## config.mk

```make
export PLATFORM = sky130hd
export DESIGN_NAME = baud_acq_gen
export DESIGN_NICKNAME = d
export VERILOG_FILES = /design/src/rtl/baud_acq_gen.sv
export SDC_FILE = /design/constraint.sdc
export NUM_CORES = 1
export LEC_CHECK = 0
export CORE_AREA = 2 2 80 82
export CTS_CLUSTER_SIZE = 16
export DETAILED_ROUTE_END_ITERATION = 8
export DIE_AREA = 0 0 82 84
export DONT_BUFFER_PORTS = 1
export PLACE_DENSITY = 0.63
export SYNTH_ARGS = -nofsm -noshare
export SYNTH_HDL_FRONTEND = slang
export SYNTH_SLANG_ARGS = --single-unit
```

## constraint.sdc

```tcl
create_clock -name clk -period 2.9 [get_ports clk]
set_input_delay 0.435 -clock clk [delete_from_list [all_inputs] [get_ports clk]]
set_output_delay 0.435 -clock clk [all_outputs]
set_load 0.01 [all_outputs]
```

## src/rtl/baud_acq_gen.sv

```systemverilog
// Acquisition (AcqSig) and bit (BaudSig) strobe generator; define BAUD_ACQ_FRAC_EN for the fractional period accumulator.
// Latency: strobes are registered, one clock after the divider wraps.
// Backpressure: none; config is shadowed at bit boundaries, on resync and while disabled.
module baud_acq_gen #(
    parameter int DIV_WIDTH  = 16,
    parameter int FRAC_WIDTH = 4
) (
    input  logic                  clk,
    input  logic                  rst,
    input  logic                  p_Enable_i,
    input  logic [DIV_WIDTH-1:0]  BaudDiv_i,
    input  logic [FRAC_WIDTH-1:0] BaudFrac_i,
    input  logic [3:0]            AcqNumPerBit_i,
    input  logic                  p_Resync_i,
    output logic                  AcqSig_o,
    output logic                  BaudSig_o,
    output logic [3:0]            AcqCnt_o,
    output logic                  p_CfgErr_o
);

    logic [DIV_WIDTH-1:0] sh_div_q, sh_div_d;
    logic [DIV_WIDTH-1:0] div_cnt_q, div_cnt_d;
    logic [3:0]           sh_num_q, sh_num_d;
    logic [3:0]           acq_cnt_q, acq_cnt_d;
    logic                 acq_q, acq_d;
    logic                 baud_q, baud_d;
    logic                 err_q, err_d;
    logic                 load_sh;
    logic                 tick;
    logic                 last_acq;
    logic                 carry;
    logic [DIV_WIDTH:0]   period_m1;

`ifdef BAUD_ACQ_FRAC_EN
    logic [FRAC_WIDTH-1:0] sh_frac_q, sh_frac_d;
    logic [FRAC_WIDTH-1:0] frac_acc_q, frac_acc_d;
    logic                  carry_q, carry_d;
    logic [FRAC_WIDTH:0]   frac_sum;

    assign carry    = carry_q;
    assign frac_sum = {1'b0, frac_acc_q} + {1'b0, sh_frac_q};
`else
    logic unused_frac;

    assign carry       = 1'b0;
    assign unused_frac = ^BaudFrac_i;
`endif

    // One extra bit so ShDiv + Carry - 1 cannot overflow at the maximum divisor.
    assign period_m1 = {1'b0, sh_div_q} + {{DIV_WIDTH{1'b0}}, carry} - {{DIV_WIDTH{1'b0}}, 1'b1};
    assign tick      = ({1'b0, div_cnt_q} == period_m1);
    assign last_acq  = (acq_cnt_q == (sh_num_q - 4'd1));

    always_comb begin
        sh_div_d   = sh_div_q;
        sh_num_d   = sh_num_q;
        div_cnt_d  = div_cnt_q;
        acq_cnt_d  = acq_cnt_q;
        acq_d      = 1'b0;
        baud_d     = 1'b0;
        load_sh    = 1'b0;
`ifdef BAUD_ACQ_FRAC_EN
        sh_frac_d  = sh_frac_q;
        frac_acc_d = frac_acc_q;
        carry_d    = carry_q;
`endif
        // Disable and resync both restart the phase; a tick due this cycle is dropped.
        if (!p_Enable_i || p_Resync_i) begin
            load_sh    = 1'b1;
            div_cnt_d  = '0;
            acq_cnt_d  = '0;
`ifdef BAUD_ACQ_FRAC_EN
            frac_acc_d = '0;
            carry_d    = 1'b0;
`endif
        end else if (err_q) begin
            div_cnt_d  = '0;
            acq_cnt_d  = '0;
`ifdef BAUD_ACQ_FRAC_EN
            frac_acc_d = '0;
            carry_d    = 1'b0;
`endif
        end else if (tick) begin
            div_cnt_d  = '0;
            acq_d      = 1'b1;
`ifdef BAUD_ACQ_FRAC_EN
            frac_acc_d = frac_sum[FRAC_WIDTH-1:0];
            carry_d    = frac_sum[FRAC_WIDTH];
`endif
            if (last_acq) begin
                acq_cnt_d = '0;
                baud_d    = 1'b1;
                load_sh   = 1'b1;
            end else begin
                acq_cnt_d = acq_cnt_q + 4'd1;
            end
        end else begin
            div_cnt_d = div_cnt_q + DIV_WIDTH'(1);
        end

        if (load_sh) begin
            sh_div_d  = BaudDiv_i;
            sh_num_d  = AcqNumPerBit_i;
`ifdef BAUD_ACQ_FRAC_EN
            sh_frac_d = BaudFrac_i;
`endif
        end

        // Judged on the next shadow so the flag always matches the config in force.
        err_d = (sh_div_d < DIV_WIDTH'(2)) || (sh_num_d < 4'd2);
    end

    always_ff @(posedge clk) begin
        if (rst) begin
            sh_div_q  <= '0;
            sh_num_q  <= '0;
            div_cnt_q <= '0;
            acq_cnt_q <= '0;
            acq_q     <= 1'b0;
            baud_q    <= 1'b0;
            err_q     <= 1'b0;
        end else begin
            sh_div_q  <= sh_div_d;
            sh_num_q  <= sh_num_d;
            div_cnt_q <= div_cnt_d;
            acq_cnt_q <= acq_cnt_d;
            acq_q     <= acq_d;
            baud_q    <= baud_d;
            err_q     <= err_d;
        end
    end

`ifdef BAUD_ACQ_FRAC_EN
    always_ff @(posedge clk) begin
        if (rst) begin
            sh_frac_q  <= '0;
            frac_acc_q <= '0;
            carry_q    <= 1'b0;
        end else begin
            sh_frac_q  <= sh_frac_d;
            frac_acc_q <= frac_acc_d;
            carry_q    <= carry_d;
        end
    end
`endif

    assign AcqSig_o   = acq_q;
    assign BaudSig_o  = baud_q;
    assign AcqCnt_o   = acq_cnt_q;
    assign p_CfgErr_o = err_q;

endmodule

```

==> metrics.csv, run 1 <==
metric,value,unit
ys_seq_area_share,33.2,%
async_reset_ff_share,0,%
netlist.area_leader.share,33.2,%
dpl.hpwl,3840,µm
fin_cells,388,
ys_ff_latch,43,
die_y,84,µm
irDropWorstVdd,0.213,mV
grt_pass1_wl,8860,µm
grt_max_degree,45,
vias,2019,
area_growth,9.35,%
firstDrtPassIters,6,
fin_crit,2.64,ns
overflow,0,
worstPathCellList,inv_1 -> ha_1 -> nor3b_4 -> nand3_2 -> or3b_1 -> a211o_1 -> a22oi_2 -> nor4b_4 -> buf_4 -> a21oi_2 -> mux2_1,
fmax,379,MHz
dp.cells,379,
status,completed,
fin_nets,342,
post-route-drc-count,0,
synth_area,2590,µm²
maxSlewViolCount,0,
synthTopCellsByArea,"dfxtp_1, nand2b_1, mux2i_1",
die-area,6890,µm²
worst_slew_pin_slew,0.581,ns
cts_buffers,5,
cp_slowest_cell,or3b_1,
cpLargestDelayFamily,simple AND/OR/NAND/NOR gates,
required,3.08,ns
worstPathArrival,2.82,ns
synth_edf_count,0,
worst_hold_path_type,in2reg,
syn_inst,301,
totalWireLength,4950,µm
drive_above_1_share,9.65,%
htreeDepth,2,
cts_tree,built,
die_w,82,µm
yosysWarnings,0,
clockRootBuffer,clkbuf_8,
clkTransAtPathRegs,0.08,ns
criticalPathCategory,reg2reg,
pin_count,35,
port_buffers,0,
power.density,425,nW/µm²
p_total,1200,µW
num_antenna_cells,0,
wl_per_cell,12.8,µm
drt-initial-drc-count,76,
grt_pass1_vias,1981,
max_cap_viol_count,0,
fin_skew,0.00360,ns
crit_path_end_kind,flip-flop,
hold_viol,0,
ant_nets,0,
synth_nets,333,
place.gp.congestion,0.861,
clock_path_buffers,2,
synth_cell_type_count,44,
antenna_found_initial,0,
vias_per_cell,5.20,
critPathLaunchType,flip-flop,
clock_latency,0.29,ns
cp_max_fo,2,
initial_core_util,42.6,%
clock-sinks,43,
core_area,6100,µm²
critPathMaxStageDelay,0.37,ns
synth-main-ff-cell,dfxtp_1,
grt_usage,16.1,%
p_leak,0.00102,µW
syn_area_per_cell,8.62,µm²
setup_tns,0,ns
synth_top_area_cell,dfxtp_1,
synth_common_cells,"dfxtp_1, nand2b_1, nor2_1, mux2i_1, xnor2_1",
path_buf_inv,2,
setup_viol,0,
whs,0.284,ns
relSlewSlack,61.0,%
rows,29,
period_share,91.0,%
rsz0062_at_grt,false,
timing repair:
action	CTS	global route
gates resized for setup	0	1
setup endpoints to repair	0	19
setup buffers	0	1
hold buffers	0	0
registers in the layout, summed over array words and instances, names as in the netlist:
signal,cells
div_cnt_q,16
AcqSig_o,1
p_CfgErr_o,1
sh_num_q,4
AcqCnt_o,4
sh_div_q,16
BaudSig_o,1
cells by family after synthesis:
| group | count (synthesis) | synth area share [%] |
|---|---|---|
| AOI/OAI and AO/OA | 26 | 6.56 |
| and+or+nand+nor | 142 | 31.5 |
| DFF | 43 | 33.2 |
| buffers and inverters | 23 | 4.39 |
| muxes | 24 | 9.31 |
| adders and majority gates | 4 | 1.93 |
| xor gates and xnor gates | 39 | 13.2 |
through the flow:
| stage | area [µm²] | setup slack, ns | util [%] |
|---|---|---|---|
| 2_1_floorplan | 2590 | 0.0971 | - |
| 3_3_place_gp | 2740 | 0.157 | 45.0 |
| 3_5_place_dp | 2740 | 0.133 | 45.0 |
| 4_1_cts | 2830 | 0.124 | 46.3 |
| 5_1_grt | 2840 | 0.0248 | 46.6 |
| 6_report | 2840 | 0.262 | 46.6 |
path summary, 6_finish.rpt:
| kind | startpoint | slack [ns] | cells past startpoint | to |
|---|---|---|---|---|
| worst min register to register | sh_num_q[3]$_SDFF_PP0_ | 0.50 | 2 | sh_num_q[3]$_SDFF_PP0_ |
| worst min-delay path | BaudDiv_i[9] | 0.28 | 2 | sh_div_q[9]$_SDFF_PP0_ |
| worst max-delay path | sh_div_q[0]$_SDFFE_PP0N_ | 0.26 | 11 | p_CfgErr_o$_SDFF_PP0_ |
| worst max register to register | sh_div_q[0]$_SDFFE_PP0N_ | 0.26 | 11 | p_CfgErr_o$_SDFF_PP0_ |
worst reg2reg max path: cells and delay by family, from the launching register on:
| family | cells | cell delay (ns) |
|---|---|---|
| flops | 1 | 0.32 |
| buf+inv | 2 | 0.21 |
| mux | 1 | 0.31 |
| fa+ha+maj | 1 | 0.17 |
| simple gates | 4 | 0.96 |
| compound gates | 3 | 0.55 |
where the power goes:
group	leakage, µW	internal, µW	switching [µW]
clock network	0.0000477	165	201
registers	0.000352	610	29.1
logic	0.000621	105	94.4
total	0.00102	880	324
area by class of cell:
class | instances | area, µm²
clock buffer | 5 | 68.8
clock inverter | 3 | 15.0
fill | 617 | 3260
inverter | 11 | 41.3
multi-input combinational | 235 | 1630
sequential | 43 | 861
tap | 77 | 96.3
timing repair buffer | 14 | 130
layout by cell type, fill, tap and decap left out, types with 2 or more instances in the layout:
cell type / instances
nor3_1: 8
a21boi_0: 2
o22ai_1: 2
buf_4: 12
a21oi_1: 6
o31ai_1: 2
nor2_1: 28
nor4_1: 7
o21ai_0: 4
nand4_1: 6
inv_1: 11
dfxtp_1: 43
nand3_1: 9
nand2_1: 19
ha_1: 4
mux2i_1: 23
xor2_1: 19
nand2b_1: 43
or3_1: 5
xnor2_1: 20
clkbuf_8: 5
buf_12: 2
and3_1: 6
clkinv_2: 3
a31oi_1: 3
routing by layer:
layer | vias up | wire, µm | track usage [%]
met3 | 9 | 164 | 3.25
met1 | 934 | 2330 | 21.0
met4 | 0 | 114 | 5.91
met5 | - | 0 | 0
li1 | 1043 | - | -
met2 | 33 | 2340 | 25.9
(Power assumes the default switching activity.)
==> run 2: changes to the inputs <==
--- a/config.mk
+++ b/config.mk
@@ -11,6 +11,7 @@
 export DIE_AREA = 0 0 82 84
 export DONT_BUFFER_PORTS = 1
 export PLACE_DENSITY = 0.63
+export SETUP_SLACK_MARGIN = 0.4
 export SYNTH_ARGS = -nofsm -noshare
 export SYNTH_HDL_FRONTEND = slang
 export SYNTH_SLANG_ARGS = --single-unit
==> metrics.csv, run 2 (same netlist as run 1, synthesis figures left out) <==
metric,value,unit
maxSlewViolCount,0,
cts_buffers,5,
crit_path_end_kind,flip-flop,
grt_usage,16.5,%
critPathLaunchType,flip-flop,
vias,2105,
fin_crit,2.66,ns
fin_skew,0.00382,ns
area_growth,22.1,%
nFillCells,576,
setup_tns,0,ns
port_buffers,0,
ant_nets,0,
fin_nets,356,
p_leak,0.00113,µW
worstReg2RegStart,sh_div_q[0]$_SDFFE_PP0N_,
overflow,0,
post-route-drc-count,0,
max_cap_viol_count,0,
drive_above_1_share,22.2,%
worstPathArrival,2.90,ns
initial_core_util,42.6,%
wl_per_cell,13.7,µm
layout_commonest_cell,nand2b_1,
multi_input_area,1760,µm²
worst_hold_path_type,in2reg,
power.density,413,nW/µm²
hold_start,BaudDiv_i[0],
grt_pass1_wl,9000,µm
clkTransAtPathRegs,0.08,ns
grt_max_degree,45,
criticalPathCategory,reg2reg,
irDropWorstVdd,0.230,mV
clockRootBuffer,clkbuf_8,
totalWireLength,5520,µm
largestRegisters,"div_cnt_q (16), sh_div_q (16)",
clock_path_buffers,2,
pin_count,35,
rows,29,
fmax,375,MHz
rrSetupSlack,0.24,ns
grt_pass1_vias,1958,
rsz0062_at_grt,true,
cp_max_fo,5,
status,completed,
dp.cells,373,
seq_area,868,µm²
worst_slew_pin_slew,0.750,ns
vias_per_cell,5.24,
cts_tree,built,
required,3.13,ns
core_area,6100,µm²
worstHoldPathCells,2,
fin_cells,402,
num_antenna_cells,0,
die-area,6890,µm²
layout_common_cells,"nand2b_1, dfxtp_1, mux2i_1",
die_y,84,µm
die_w,82,µm
hold_viol,0,
antenna_found_initial,0,
firstDrtPassIters,5,
place.gp.congestion,0.814,
r2r_cells,14,
dpl.hpwl,3760,µm
clock-sinks,43,
rr_endpoint,BaudSig_o$_SDFF_PP0_,
setup_viol,0,
htreeDepth,2,
clock_latency,0.29,ns
hold-path-endpoint,sh_div_q[0]$_SDFFE_PP0N_,
relSlewSlack,49.6,%
drt-initial-drc-count,108,
period_share,91.9,%
## run 2: changes by cell type in the layout (fill, tap and decap cells not counted), sizes merged
| cell | previous run | this run |
|---|---|---|
| buf | 14 | 27 |
| clkinv | 3 | 0 |
| clkbuf | 5 | 9 |
## run 2: how the worst max path moves through the flow
stage / from / to / slack (ns) / depth (start not counted)
final: sh_div_q[0]$_SDFFE_PP0N_ / BaudSig_o$_SDFF_PP0_ / 0.24 / 14
after global routing: sh_div_q[0]$_SDFFE_PP0N_ / BaudSig_o$_SDFF_PP0_ / 0.07 / 14
after CTS: sh_div_q[0]$_SDFFE_PP0N_ / sh_div_q[4]$_SDFF_PP0_ / 0.23 / 12
after detailed placement: sh_div_q[0]$_SDFFE_PP0N_ / div_cnt_q[2]$_SDFF_PP0_ / 0.17 / 12
after global placement: sh_div_q[1]$_SDFF_PP0_ / div_cnt_q[2]$_SDFF_PP0_ / 0.20 / 12
after floorplan: sh_div_q[1]$_SDFF_PP0_ / p_CfgErr_o$_SDFF_PP0_ / 0.29 / 10
## run 2: where the power goes
group,leakage [µW],switching (µW),internal [µW]
logic,0.000723,110,139
clock network,0.0000515,199,217
registers,0.000353,34.5,610
## run 2: worst max-delay path, cell delays in order, from the launching register on
cell     delay (ns)
dfxtp_4        0.37
inv_4          0.06
ha_4           0.12
nor3b_4        0.24
buf_4          0.17
nand2_1        0.09
or3_1          0.35
xnor2_1        0.16
nand4_1        0.17
nor4b_4        0.28
buf_4          0.16
buf_6          0.11
buf_6          0.09
and2_4         0.12
nor2b_4        0.12
## run 2: layout make-up
cell class / instances / area share [%]
tap: 77 / 3.04
multi-input combinational: 235 / 55.5
timing repair buffer: 28 / 9.48
clock buffer: 8 / 3.16
sequential: 43 / 27.4
inverter: 11 / 1.38
## run 2: what timing repair did
action                     4_1_cts  5_1_grt
setup endpoints to repair       42       43
gates resized for setup         12       30
gates cloned                     1        1
buffers inserted                13        6
hold buffers                     0        0
pin swaps                       19       16
## run 2: routing by layer
| metal | vias up | track usage, % | share of wire, % |
|---|---|---|---|
| met4 | 0 | 4.55 | 1.0 |
| met2 | 36 | 27.6 | 50 |
| met3 | 5 | 3.46 | 3.0 |
| met1 | 990 | 21.1 | 46 |
| met5 | - | 0 | 0 |
| li1 | 1074 | - | - |
## run 2: stage by stage
step / hold WS [ns] / instance area [µm²] / util [%] / setup WS, ns / total power [µW]
floorplan: 0.447 / 2620 / - / 0.295 / 811
global placement: 0.469 / 2710 / 44.5 / 0.203 / 842
detailed placement: 0.478 / 2710 / 44.5 / 0.171 / 846
CTS: 0.277 / 3000 / 49.1 / 0.227 / 1280
global route: 0.276 / 3170 / 52.0 / 0.0686 / 1380
finish: 0.283 / 3170 / 52.0 / 0.236 / 1310
